## config.mk

```make
export PLATFORM = sky130hd
export DESIGN_NAME = fetch_unit_flat
export DESIGN_NICKNAME = d
export VERILOG_FILES = /design/src/rtl/fetch_unit_if.sv /design/src/rtl/fetch_unit.sv /design/src/flat_wrapper.sv
export SDC_FILE = /design/constraint.sdc
export NUM_CORES = 1
export LEC_CHECK = 0
export ABC_AREA = 1
export CAP_MARGIN = 20
export CORE_ASPECT_RATIO = 2
export CORE_MARGIN = 1
export CORE_UTILIZATION = 49
export CTS_BUF_LIST = sky130_fd_sc_hd__clkbuf_16
export DETAILED_ROUTE_END_ITERATION = 6
export PLACE_DENSITY = 0.87
export SYNTH_ARGS = -nofsm -noshare
export SYNTH_HDL_FRONTEND = slang
export SYNTH_SLANG_ARGS = --single-unit
```

## constraint.sdc

```tcl
create_clock -name clock -period 3.8 [get_ports clock]
set_input_delay 1.14 -clock clock [delete_from_list [all_inputs] [get_ports clock]]
set_output_delay 1.14 -clock clock [all_outputs]
set_load 0.1 [all_outputs]
```

## src/rtl/fetch_unit_if.sv

```systemverilog
// Fetch-stage bus: decode-side handshake plus the instruction-memory address/data pair.
// The fetch unit connects through the master modport.
interface fetch_unit_if #(
  parameter int AW = 6
) ();
  logic          stall;
  logic          redirect_valid;
  logic [31:0]   redirect_target;
  logic [AW-1:0] imem_addr;
  logic [31:0]   imem_instr;
  logic          if_valid;
  logic [31:0]   if_instr;
  logic [31:0]   if_pc;
  logic [31:0]   if_pc_plus4;
  logic          fetch_fault;

  modport master (
    input  stall, redirect_valid, redirect_target, imem_instr,
    output imem_addr, if_valid, if_instr, if_pc, if_pc_plus4, fetch_fault
  );

  modport slave (
    output stall, redirect_valid, redirect_target, imem_instr,
    input  imem_addr, if_valid, if_instr, if_pc, if_pc_plus4, fetch_fault
  );
endinterface

```

## src/rtl/fetch_unit.sv

```systemverilog
// Instruction-fetch stage: PC ownership, 1-cycle imem pairing, stall hold and redirect.
// Optional macro MISALIGN_TRAP_EN: misaligned redirects enter a sticky FAULT state.
module fetch_unit #(
  parameter logic [31:0] RESET_PC = 32'h0000_0000,
  parameter int          AW       = 6
) (
  input  logic         clock,
  input  logic         reset,
  fetch_unit_if.master bus
);
  typedef enum logic {RUN = 1'b0, FAULT = 1'b1} state_e;

  localparam logic [31:0] RESET_PC_ALIGNED = {RESET_PC[31:2], 2'b00};

  state_e      st_q, st_d;
  logic [31:0] pc_q, pc_d;
  logic [31:0] f_pc_q, f_pc_d;
  logic        f_valid_q, f_valid_d;

  logic [31:0] redir_pc;
  logic        misalign;

  assign redir_pc = {bus.redirect_target[31:2], 2'b00};

`ifdef MISALIGN_TRAP_EN
  assign misalign = (bus.redirect_target[1:0] != 2'b00);
`else
  // Low target bits are dropped: every redirect is treated as word aligned.
  logic unused_tgt_lsbs;
  assign unused_tgt_lsbs = ^bus.redirect_target[1:0];
  assign misalign        = 1'b0;
`endif

  always_ff @(posedge clock) begin
    if (reset) begin
      st_q      <= RUN;
      pc_q      <= RESET_PC_ALIGNED;
      f_pc_q    <= RESET_PC_ALIGNED;
      f_valid_q <= 1'b0;
    end else begin
      st_q      <= st_d;
      pc_q      <= pc_d;
      f_pc_q    <= f_pc_d;
      f_valid_q <= f_valid_d;
    end
  end

  always_comb begin
    st_d = st_q;
    case (st_q)
      RUN:     if (bus.redirect_valid && misalign) st_d = FAULT;
      FAULT:   st_d = FAULT;
      default: st_d = RUN;
    endcase
  end

  // Priority redirect > stall > advance; FAULT freezes the PCs and kills valid.
  always_comb begin
    pc_d      = pc_q;
    f_pc_d    = f_pc_q;
    f_valid_d = f_valid_q;
    if (st_q == RUN) begin
      if (bus.redirect_valid) begin
        if (misalign) begin
          f_valid_d = 1'b0;
        end else begin
          f_pc_d    = redir_pc;
          f_valid_d = 1'b1;
          pc_d      = redir_pc + 32'd4;
        end
      end else if (!bus.stall) begin
        f_pc_d    = pc_q;
        f_valid_d = 1'b1;
        pc_d      = pc_q + 32'd4;
      end
    end else begin
      f_valid_d = 1'b0;
    end
  end

  // During a stall the memory re-reads the held word so if_instr stays stable.
  always_comb begin
    if (bus.redirect_valid)  bus.imem_addr = redir_pc[AW+1:2];
    else if (bus.stall)      bus.imem_addr = f_pc_q[AW+1:2];
    else                     bus.imem_addr = pc_q[AW+1:2];
    bus.if_valid    = f_valid_q;
    bus.if_pc       = f_pc_q;
    bus.if_pc_plus4 = f_pc_q + 32'd4;
    bus.if_instr    = bus.imem_instr;
`ifdef MISALIGN_TRAP_EN
    bus.fetch_fault = (st_q == FAULT);
`else
    bus.fetch_fault = 1'b0;
`endif
  end
endmodule

```

## src/flat_wrapper.sv

```systemverilog
// flat-port wrapper written by rule: the top's interface ports become plain ports
module fetch_unit_flat 
#(
  parameter logic [31:0] RESET_PC = 32'h0000_0000,
  parameter int          AW       = 6
)
  (clock, reset, bus_stall, bus_redirect_valid, bus_redirect_target, bus_imem_instr, bus_imem_addr, bus_if_valid, bus_if_instr, bus_if_pc, bus_if_pc_plus4, bus_fetch_fault);
  fetch_unit_if #(.AW(AW)) bus_i ();
  input  logic clock;
  input  logic reset;
  input wire logic [$bits(bus_i.stall)-1:0] bus_stall;
  input wire logic [$bits(bus_i.redirect_valid)-1:0] bus_redirect_valid;
  input wire logic [$bits(bus_i.redirect_target)-1:0] bus_redirect_target;
  input wire logic [$bits(bus_i.imem_instr)-1:0] bus_imem_instr;
  output wire logic [$bits(bus_i.imem_addr)-1:0] bus_imem_addr;
  output wire logic [$bits(bus_i.if_valid)-1:0] bus_if_valid;
  output wire logic [$bits(bus_i.if_instr)-1:0] bus_if_instr;
  output wire logic [$bits(bus_i.if_pc)-1:0] bus_if_pc;
  output wire logic [$bits(bus_i.if_pc_plus4)-1:0] bus_if_pc_plus4;
  output wire logic [$bits(bus_i.fetch_fault)-1:0] bus_fetch_fault;
  assign bus_i.stall = bus_stall;
  assign bus_i.redirect_valid = bus_redirect_valid;
  assign bus_i.redirect_target = bus_redirect_target;
  assign bus_i.imem_instr = bus_imem_instr;
  assign bus_imem_addr = bus_i.imem_addr;
  assign bus_if_valid = bus_i.if_valid;
  assign bus_if_instr = bus_i.if_instr;
  assign bus_if_pc = bus_i.if_pc;
  assign bus_if_pc_plus4 = bus_i.if_pc_plus4;
  assign bus_fetch_fault = bus_i.fetch_fault;
  fetch_unit #(.RESET_PC(RESET_PC), .AW(AW)) u_core (.clock(clock), .reset(reset), .bus(bus_i));
endmodule
```

Yosys cells after proc, flatten, opt, wreduce, memory -nomap -nowiden:

Cells that the tools add are included.
Widths: inputs -> output; s select.

* input bits: 68
* register bits after elaboration: 66
* output and inout port bits: 104

* reductions and logical operators: 2
* multiplexer cells: 9
* bitwise gates (word level): 1
* add/subtract/negate cells: 3
* equal/unequal tests: 1

Operators by type and width (number)
* $mux 32: 4
* $add 32x3->32 const B: 3
* $mux 6: 2
* $mux 1: 2
* $ne 2x1->1 const B: 1
* $pmux 1 s2: 1
* $reduce_and 2->1: 1
* $reduce_or 2->1: 1
* $not 1->1: 1

Longest topological paths before layout:

Gate-level depths: netlist (run 1).

* word-level depth: 3
* gate-level depth with buffers: 15
* gate-level depth less buffers: 13

Worst setup path before layout (run 1):

OpenSTA, ideal clock, no wires.

* path kind: reg2out
* start point: register u_core.f_pc_q[2], in the netlist u_core.bus.if_pc[2]
* end point: output bus_imem_addr[0]
* stages on the path, launching flop included: 3
* path buffers: 0
* path slack: -1.385 ns
* data required time: 2.660 ns
* data arrival time: 4.045 ns
* path through: dfxtp_1 inv_1 o21ai_0

* word-level cells in the longest chain between the ends: 2

Ends and longest elaborated chain
* start: declaration: RTL line fetch_unit.sv:17 `logic [31:0] f_pc_q, f_pc_d;`
* start signal: assignment: RTL line fetch_unit.sv:43 `f_pc_q <= f_pc_d;`
* $mux 6: RTL line fetch_unit.sv:84 `else if (bus.stall) bus.imem_addr = f_pc_q[AW+1:2];`
* $mux 6: RTL line fetch_unit.sv:83 `if (bus.redirect_valid) bus.imem_addr = redir_pc[AW+1:2];`
* end: declaration: RTL line flat_wrapper.sv:15 `output wire logic [$bits(bus_i.imem_addr)-1:0] bus_imem_addr;`

No other way between the ends.

Final worst setup path (run 1):

* start point: input bus_redirect_valid
* end point: output bus_imem_addr[0]

* word-level cells in the longest chain between the ends: 1

Ends and longest elaborated chain
* start: declaration: RTL line flat_wrapper.sv:12 `input wire logic [$bits(bus_i.redirect_valid)-1:0] bus_redirect_valid;`
* $mux 6: RTL line fetch_unit.sv:83

No other way between the ends.

==> flow_metrics.py, run 1 <==
metrics = {
    "synthesis": {
        "ys_seq_elements": 61,
        "ys_seq_area_share_pct": 26.1,
        "synth_area_sq_mm": 0.00468,
        "synth.distinct_cells": 44,
        "async_flop_share_pct": 0,
        "syn_area_per_cell_sq_um": 6.39,
        "synth_top_area_cell": "dfxtp_1",
        "synthFlopType": "dfxtp_1",
        "synthTopCellsByArea": "dfxtp_1 26%, nand2_1 16%, inv_1 7.1%, nor2_1 6.3%, buf_4 6.1%",
        "synthCells": 733,
        "ys_warn_count": 0,
        "synth_top_area_share_pct": 26.1,
        "synth-edff-count": 0,
    },
    "sta": {
        "rsz0062_at_grt": "no",
        "hold_violations": 0,
        "slew_headroom_pct": 38.5,
        "timing.final.crit_share_pct": 96.6,
        "setup_viol": 0,
        "clock-skew-final_ps": 5.15,
        "layout_min_cycle_time_ps": 3670,
        "maxSlewViolCount": 0,
        "worst_slew_pin_slew_ps": 922,
        "max_freq_ghz": 0.273,
    },
    "drt": {
        "drt_first_pass_iters": 7,
        "ant_nets": 0,
        "wl_per_cell_um": 15.2,
        "via_per_inst": 5.39,
        "drtIter0Drc": 307,
        "vias": 4887,
        "drc": 16,
        "wl_um": 13700,
    },
    "final_layout": {
        "drive_above_1_share_pct": 24.7,
        "final_nets": 868,
        "final_cell_count_no_fill": 906,
        "multiInputGateArea_sq_mm": 0.00293,
        "fill_cells": 789,
        "regArea_sq_mm": 0.00124,
        "antenna_cells": 0,
        "area_growth_pct": 29.4,
        "finish.utilization_pct": 65.0,
    },
    "power_and_ir_drop": {
        "p_per_area_mw_per_mm2": 397,
        "ir_worst_vdd_uv": 225,
        "power.leakage_nw": 2.85,
    },
    "worst_hold_path": {
        "hold_end": "u_core.bus.if_valid",
        "holdPathStages": 2,
        "hp-start": "u_core.bus.if_valid",
        "hp-class": "reg2reg",
    },
    "global_route": {
        "antenna_found_initial": 0,
        "overflow": 0,
        "grt_max_degree": 66,
        "grt_pass1_vias": 4698,
        "grt_pass1_wl_um": 21800,
        "grt.total_usage_pct": 28.2,
    },
    "clock_tree": {
        "root_buffer": "clkbuf_16",
        "cts_buffers": 9,
        "clkLatencyLatePin_ps": 330,
        "cts_sinks": 61,
        "post_cts_buffers": 0,
        "cts.repair.resized": 0,
        "h-tree-depth": 3,
        "cts_hold_buf": 0,
        "clk_pin_slew_worst_paths_ps": 50,
        "cts_tree": "built",
        "clockBufferDepth": 2,
    },
    "run": {
        "maxCapViolCount": 0,
    },
    "worst_setup_path": {
        "crit_path_start_kind": "primary input",
        "worstPathArrival_ps": 2530,
        "r2r-start": "u_core.pc_q[2]",
        "cp.required_ps": 2660,
        "crit_type": "in2out",
        "end_kind": "primary output",
        "rrSetupSlack_ps": 1830,
        "cp_max_fo": 5,
        "reg2regPathDepth": 13,
        "rr_endpoint": "u_core.pc_q[24]",
    },
    "status": {
        "run_status": "finished, violations left",
        "violations": "design-rule violations",
    },
    "place": {
        "dp_cells": 891,
        "port_buffers": 100,
        "dp_hpwl_um": 10500,
        "gp_congestion": 0.934,
    },
    "die": {
        "start_util_pct": 50.2,
        "die_width_um": 71.1,
        "dieArea_sq_mm": 0.00997,
        "core_area_sq_mm": 0.00932,
        "rows": 50,
        "ios": 172,
        "dieHeight_um": 140,
    },
}
flip-flops by register name, indices dropped and copies added (netlist names):
signal,count
u_core.bus.if_pc,30
u_core.pc_q,30
u_core.bus.if_valid,1
cell families (layout without fill, tap and decap cells):
logic type	Yosys count	in the layout	share of synthesized area, %
AND/OR/NAND/NOR	410	410	41.8
buffers and inverters	155	220	16.8
AO/OA/AOI/OAI	76	76	9.41
flip-flops	61	61	26.1
XOR/XNOR	28	28	5.24
adder cells (fa/ha/maj)	2	2	0.534
other	1	5	0.0801
worst max path at each step:
| stage | from | endpoint | slack, ps |
|---|---|---|---|
| 2_1_floorplan | u_core.bus.if_pc[2] | bus_if_pc_plus4[22] | -130 |
| 3_3_place_gp | bus_redirect_valid | bus_imem_addr[3] | 60 |
| 3_5_place_dp | bus_redirect_valid | bus_imem_addr[3] | 70 |
| 4_1_cts | u_core.bus.if_pc[2] | bus_if_pc_plus4[24] | 70 |
| 5_1_grt | u_core.bus.if_pc[2] | bus_if_pc_plus4[24] | 8 |
| 6_report | bus_redirect_valid | bus_imem_addr[0] | 130 |
power breakdown:
part | switching [mW] | total, mW | leakage [nW] | internal (mW)
registers | 0.0506 | 0.741 | 0.511 | 0.690
clock network | 0.283 | 0.779 | 0.136 | 0.496
logic | 0.654 | 0.885 | 2.20 | 0.231
total | 0.987 | 2.40 | 2.85 | 1.42
synthesized netlist by cell type (11+ instances only):
cell type	number
xor2_1	26
o21ai_0	36
a211oi_1	13
nand3_1	34
buf_4	38
nand2_1	202
dfxtp_1	61
nand4_1	15
inv_1	88
clkbuf_1	11
nor2_1	78
nor3_1	15
a21oi_1	12
nand2_2	23
final cells by class:
class / instances / share of cell area, %
Clock buffer: 9 / 3.72
Clock inverter: 6 / 0.909
Inverter: 93 / 5.76
Multi-Input combinational cell: 521 / 48.4
Sequential cell: 61 / 20.5
Tap cell: 104 / 2.15
Timing Repair Buffer: 112 / 18.5
critical path, stage by stage:
cell	delay, ps
clkdlybuf4s50_1	560
buf_4	190
nand2_1	50
o21ai_1	100
nand2_1	150
o21ai_2	120
buf_12	200
cell usage in the layout, fill, tap and decap left out, drive strengths merged, types with 2 or more instances in the layout:
master,n
dfxtp,61
xor2,26
buf,79
a21oi,12
conb,5
nand3,36
ha,2
clkbuf,9
nand4,15
clkdlybuf4s50,33
nor3,15
a211oi,13
o21bai,2
and2,4
clkinv,5
o21ai,41
a21boi,3
nor2,97
xnor2,2
nand2,236
nor4,3
o211ai,4
inv,92
metrics by stage:
| stage | TNS (ps) | power, mW | setup slack (ps) | cell area [sq um] | hold WS (ps) |
|---|---|---|---|---|---|
| 6_report | 0 | 2.40 | 130 | 6060 | 483 |
| 5_1_grt | 0 | 2.49 | 7.96 | 6060 | 512 |
| 4_1_cts | 0 | 2.40 | 73.5 | 6050 | 492 |
| 3_5_place_dp | 0 | 1.63 | 72.1 | 5770 | 474 |
| 3_3_place_gp | 0 | 1.62 | 62.5 | 5770 | 469 |
| 2_1_floorplan | -340 | 1.57 | -125 | 4960 | 445 |
routing by layer:
metal,GRT usage (%),vias up,part of all wire [%]
met3,3.81,61,6.3
met5,0,-,0
met4,19.1,0,5.1
li1,-,2368,-
met2,52.2,242,55
met1,28.3,2216,34
Note: power is estimated with default switching activity, not from simulation.
==> run 2, diff against run 1 <==
--- a/config.mk
+++ b/config.mk
@@ -9,10 +9,10 @@
 export CAP_MARGIN = 20
 export CORE_ASPECT_RATIO = 2
 export CORE_MARGIN = 1
-export CORE_UTILIZATION = 49
+export CORE_UTILIZATION = 35
 export CTS_BUF_LIST = sky130_fd_sc_hd__clkbuf_16
 export DETAILED_ROUTE_END_ITERATION = 6
-export PLACE_DENSITY = 0.87
+export PLACE_DENSITY = 0.65
 export SYNTH_ARGS = -nofsm -noshare
 export SYNTH_HDL_FRONTEND = slang
 export SYNTH_SLANG_ARGS = --single-unit
==> run 2 against run 1 <==
  * Sequential cell count is the same
  * Core utilization shrank 17 points
  * Sequential power shrank 0.5%
  * Sequential share of layout area shrank 0.42 points
  * Global-route usage shrank 9.1 points
  * Highest routed layer unchanged
  * Non-clock buffer count shrank 2
  * Clock power grew 21%
  * Hold slack lost 6.5 ps
  * Fmax grew 3.0%
  * Clock skew shrank 1.3 ps
  * Cell count grew 5.2%
  * The flow now finishes without violations
==> flow_metrics.py, run 2 (synthesis results as in run 1) <==
metrics = {
    "status": {
        "run_status": "finished, final reports clean",
    },
    "worst_setup_path": {
        "crit_path_start_kind": "flop",
        "worstPathArrival_ps": 2420,
        "cp_max_fo": 4,
        "path_cells": "ha_1, nand3_1, nor2_1, nand2_1, nor2_2, nand2_1, nor2_2, nand2_1, xor2_4, buf_12",
        "cp.required_ps": 2660,
        "crit_family": "simple AND/OR/NAND/NOR gates",
        "cp_common_cell": "nand2_1",
        "cpPeakStageDelay_ps": 350,
        "crit_type": "reg2out",
        "rrSetupSlack_ps": 1880,
        "cp_slowest_cell": "dfxtp_2",
        "worst-path-buf-inv": 1,
        "end_kind": "primary output",
    },
    "sta": {
        "max_freq_ghz": 0.281,
        "layout_min_cycle_time_ps": 3560,
        "hold_slack_ps": 476,
        "hold_violations": 0,
        "timing.final.crit_share_pct": 93.8,
        "setup_viol": 0,
        "clock-skew-final_ps": 3.87,
        "rsz0062_at_grt": "no",
        "slew_headroom_pct": 54.3,
        "maxSlewViolCount": 0,
        "worst_slew_pin_slew_ps": 685,
    },
    "final_layout": {
        "finish.utilization_pct": 47.6,
        "antenna_cells": 0,
        "area_growth_pct": 32.1,
        "drive_above_1_share_pct": 25.1,
        "final_nets": 866,
        "final_common_cell": "nand2_1",
        "final_cell_count_no_fill": 953,
        "final_cell_mix": "202 x nand2_1, 89 x inv_1, 76 x nor2_1",
    },
    "worst_hold_path": {
        "hp-class": "reg2reg",
    },
    "global_route": {
        "grt_pass1_wl_um": 20600,
        "grt_max_degree": 66,
        "overflow": 0,
        "grt.total_usage_pct": 19.0,
        "grt_pass1_vias": 4327,
        "antenna_found_initial": 0,
    },
    "die": {
        "dieArea_sq_mm": 0.0139,
        "start_util_pct": 36.0,
        "core_area_sq_mm": 0.0130,
        "ios": 172,
        "dieHeight_um": 166,
        "die_width_um": 83.8,
        "rows": 59,
    },
    "clock_tree": {
        "post_cts_buffers": 0,
        "clkLatencyLatePin_ps": 330,
        "cts_buffers": 9,
        "cts_hold_buf": 0,
        "cts_sinks": 61,
        "root_buffer": "clkbuf_16",
        "clockBufferDepth": 2,
        "cts_tree": "built",
        "clk_pin_slew_worst_paths_ps": 50,
        "h-tree-depth": 3,
        "cts.repair.resized": 0,
    },
    "drt": {
        "via_per_inst": 4.79,
        "wl_um": 13100,
        "drc": 0,
        "drtIter0Drc": 254,
        "vias": 4565,
        "drt_first_pass_iters": 4,
        "ant_nets": 0,
        "wl_per_cell_um": 13.8,
    },
    "place": {
        "port_buffers": 100,
        "gp_congestion": 0.909,
        "dp_cells": 937,
        "dp_hpwl_um": 10300,
    },
    "run": {
        "maxCapViolCount": 0,
    },
    "power_and_ir_drop": {
        "power.leakage_nw": 2.88,
        "ir_worst_vdd_uv": 231,
        "power.total_mw": 2.56,
        "p_per_area_mw_per_mm2": 413,
    },
}
run 2: per-stage QoR:
stage,setup TNS (ps),instance area [sq um],setup slack (ps)
CTS,0,6180,62.0
floorplan,-340,4960,-125
finish,0,6190,237
global route,0,6190,13.9
global placement,0,5840,230
detailed placement,0,5840,248
run 2: final timing paths:
path                  startpoint             endpoint  cells past startpoint
max reg2reg       u_core.pc_q[2]      u_core.pc_q[24]                     12
min               u_core.pc_q[4]       u_core.pc_q[4]                      2
max          u_core.bus.if_pc[2]  bus_if_pc_plus4[30]                     10
min reg2reg       u_core.pc_q[4]       u_core.pc_q[4]                      2
run 2: worst reg2reg max path, cell delays in order, from the launching register on:
cell     delay, ps
dfxtp_1        320
inv_1           40
o21ai_1        240
ha_1           310
nand2_4         80
nor2_4         180
nand2_1        170
nor2_2         210
nand2_1         70
nand2_1         50
nand3_1         60
nand2_1         60
inv_1           30
run 2: final cells by class:
| class | instances | area, sq um |
|---|---|---|
| Clock buffer | 9 | 225 |
| Clock inverter | 7 | 115 |
| Fill cell | 1343 | 6810 |
| Inverter | 93 | 349 |
| Multi-Input combinational cell | 521 | 2930 |
| Sequential cell | 61 | 1240 |
| Tap cell | 152 | 190 |
| Timing Repair Buffer | 110 | 1130 |
run 2: power by group:
group | internal [mW] | total, mW | switching (mW)
Combinational | 0.231 | 0.877 | 0.646
Clock | 0.638 | 0.941 | 0.304
Sequential | 0.690 | 0.737 | 0.0476
Total | 1.56 | 2.56 | 0.997
run 2: metal layers:
| layer | wire [um] | share of wire (%) | GRT usage (%) |
|---|---|---|---|
| met2 | 7070 | 54 | 37.2 |
| met4 | 584 | 4.5 | 11.3 |
| met1 | 4980 | 38 | 18.6 |
| met3 | 475 | 3.6 | 2.63 |
| met5 | 0 | 0 | 0 |
==> run 3, diff against run 2 <==
--- a/config.mk
+++ b/config.mk
@@ -7,12 +7,12 @@
 export LEC_CHECK = 0
 export ABC_AREA = 1
 export CAP_MARGIN = 20
-export CORE_ASPECT_RATIO = 2
+export CORE_ASPECT_RATIO = 0.7
 export CORE_MARGIN = 1
-export CORE_UTILIZATION = 35
+export CORE_UTILIZATION = 49
 export CTS_BUF_LIST = sky130_fd_sc_hd__clkbuf_16
 export DETAILED_ROUTE_END_ITERATION = 6
-export PLACE_DENSITY = 0.65
+export PLACE_DENSITY = 0.87
 export SYNTH_ARGS = -nofsm -noshare
 export SYNTH_HDL_FRONTEND = slang
 export SYNTH_SLANG_ARGS = --single-unit
==> run 3 against run 2 <==
  * Sequential share of layout area grew 0.48 points
  * Combinational power rose by 0.5%
  * Cell count is 2.9% lower
==> flow_metrics.py, run 3 (synthesis results as in run 1) <==
metrics = {
    "final_layout": {
        "final_nets": 866,
        "final_cell_count_no_fill": 925,
        "final_common_cell": "nand2_1",
        "fin_area_sq_mm": 0.00604,
        "drive_above_1_share_pct": 24.7,
        "area_growth_pct": 29.1,
        "antenna_cells": 0,
        "final_cell_mix": "202 x nand2_1, 89 x inv_1, 76 x nor2_1",
    },
    "drt": {
        "wl_um": 13300,
        "wl_per_cell_um": 14.4,
        "drtIter0Drc": 443,
        "vias": 4763,
        "via_per_inst": 5.15,
        "drt_first_pass_iters": 5,
        "ant_nets": 0,
        "drc": 0,
    },
    "clock_tree": {
        "clockBufferDepth": 2,
        "root_buffer": "clkbuf_16",
        "cts_tree": "built",
        "clkLatencyLatePin_ps": 330,
        "h-tree-depth": 3,
        "post_cts_buffers": 0,
        "cts_buffers": 9,
        "clk_pin_slew_worst_paths_ps": 50,
        "cts_sinks": 61,
        "cts_hold_buf": 0,
        "cts.repair.resized": 0,
    },
    "sta": {
        "hold_violations": 0,
        "rsz0062_at_grt": "no",
        "max_freq_ghz": 0.271,
        "layout_min_cycle_time_ps": 3690,
        "timing.final.crit_share_pct": 97.1,
        "maxSlewViolCount": 0,
        "setup_viol": 0,
        "slew_headroom_pct": 56.6,
        "setup_tns_ps": 0,
        "worst_slew_pin_slew_ps": 650,
        "clock-skew-final_ps": 4.40,
    },
    "die": {
        "die_width_um": 119,
        "start_util_pct": 51.0,
        "core_area_sq_mm": 0.00918,
        "ios": 172,
        "dieHeight_um": 83.8,
        "dieArea_sq_mm": 0.00996,
        "rows": 29,
    },
    "place": {
        "port_buffers": 100,
        "dp_cells": 909,
        "gp_congestion": 0.885,
        "dp_hpwl_um": 10200,
        "post_dp_cell_area_sq_mm": 0.00574,
    },
    "global_route": {
        "grt_pass1_wl_um": 21700,
        "grt_pass1_vias": 4393,
        "overflow": 0,
        "grt_max_degree": 66,
        "antenna_found_initial": 0,
        "grt.total_usage_pct": 27.5,
    },
    "power_and_ir_drop": {
        "power.total_mw": 2.41,
        "p_per_area_mw_per_mm2": 398,
        "power.leakage_nw": 2.84,
        "ir_worst_vdd_uv": 248,
    },
    "worst_setup_path": {
        "cp.required_ps": 2660,
        "crit_path_start_kind": "primary input",
        "crit_type": "in2out",
        "worstPathArrival_ps": 2550,
        "end_kind": "primary output",
        "cp_max_fo": 8,
    },
    "status": {
        "run_status": "finished, final reports clean",
    },
    "worst_hold_path": {
        "hp-class": "reg2reg",
    },
    "run": {
        "maxCapViolCount": 0,
    },
}
==> run 3: metrics by stage <==
step	hold slack [ps]	setup WS, ps	util [%]
6_report	476	109	65.8
3_5_place_dp	469	102	62.6
3_3_place_gp	457	112	62.6
4_1_cts	477	80.5	65.7
2_1_floorplan	445	-125	-
5_1_grt	508	47.3	65.8
==> run 3: worst paths after layout <==
kind | end | cells past startpoint | start | slack [ps]
worst max-delay path | bus_imem_addr[3] | 7 | bus_redirect_valid | 110
worst min-delay path | u_core.pc_q[6] | 2 | u_core.pc_q[6] | 480
worst max register to register | u_core.pc_q[24] | 12 | u_core.pc_q[2] | 1930
worst min register to register | u_core.pc_q[6] | 2 | u_core.pc_q[6] | 480
==> run 3: routing by layer <==
layer | GRT usage [%] | routed length (um) | up-vias
met1 | 38.4 | 6220 | 2153
met5 | 0 | 0 | -
met3 | 5.94 | 1060 | 27
li1 | - | - | 2369
met2 | 41.4 | 5710 | 214
met4 | 10.1 | 287 | 0
==> run 3: area by class of cell <==
type / count / area (sq um)
clock buffers: 9 / 225
clock inverters: 7 / 58.8
fillers: 825 / 3140
inverters: 93 / 349
multi-input cells: 521 / 2940
flip-flops and latches: 61 / 1240
well taps: 124 / 155
repair buffers: 110 / 1070
==> run 3: power breakdown <==
| group | internal [mW] | switching [mW] |
|---|---|---|
| Combinational | 0.224 | 0.657 |
| Clock | 0.497 | 0.286 |
| Sequential | 0.690 | 0.0522 |
| Total | 1.41 | 0.995 |
==> run 3: critical path, stage by stage <==
cell and delay (ps):
clkdlybuf4s50_1 520, buf_4 200, nand2_1 80, nand2_2 100, inv_1 100, o21ai_2 210, buf_12 200
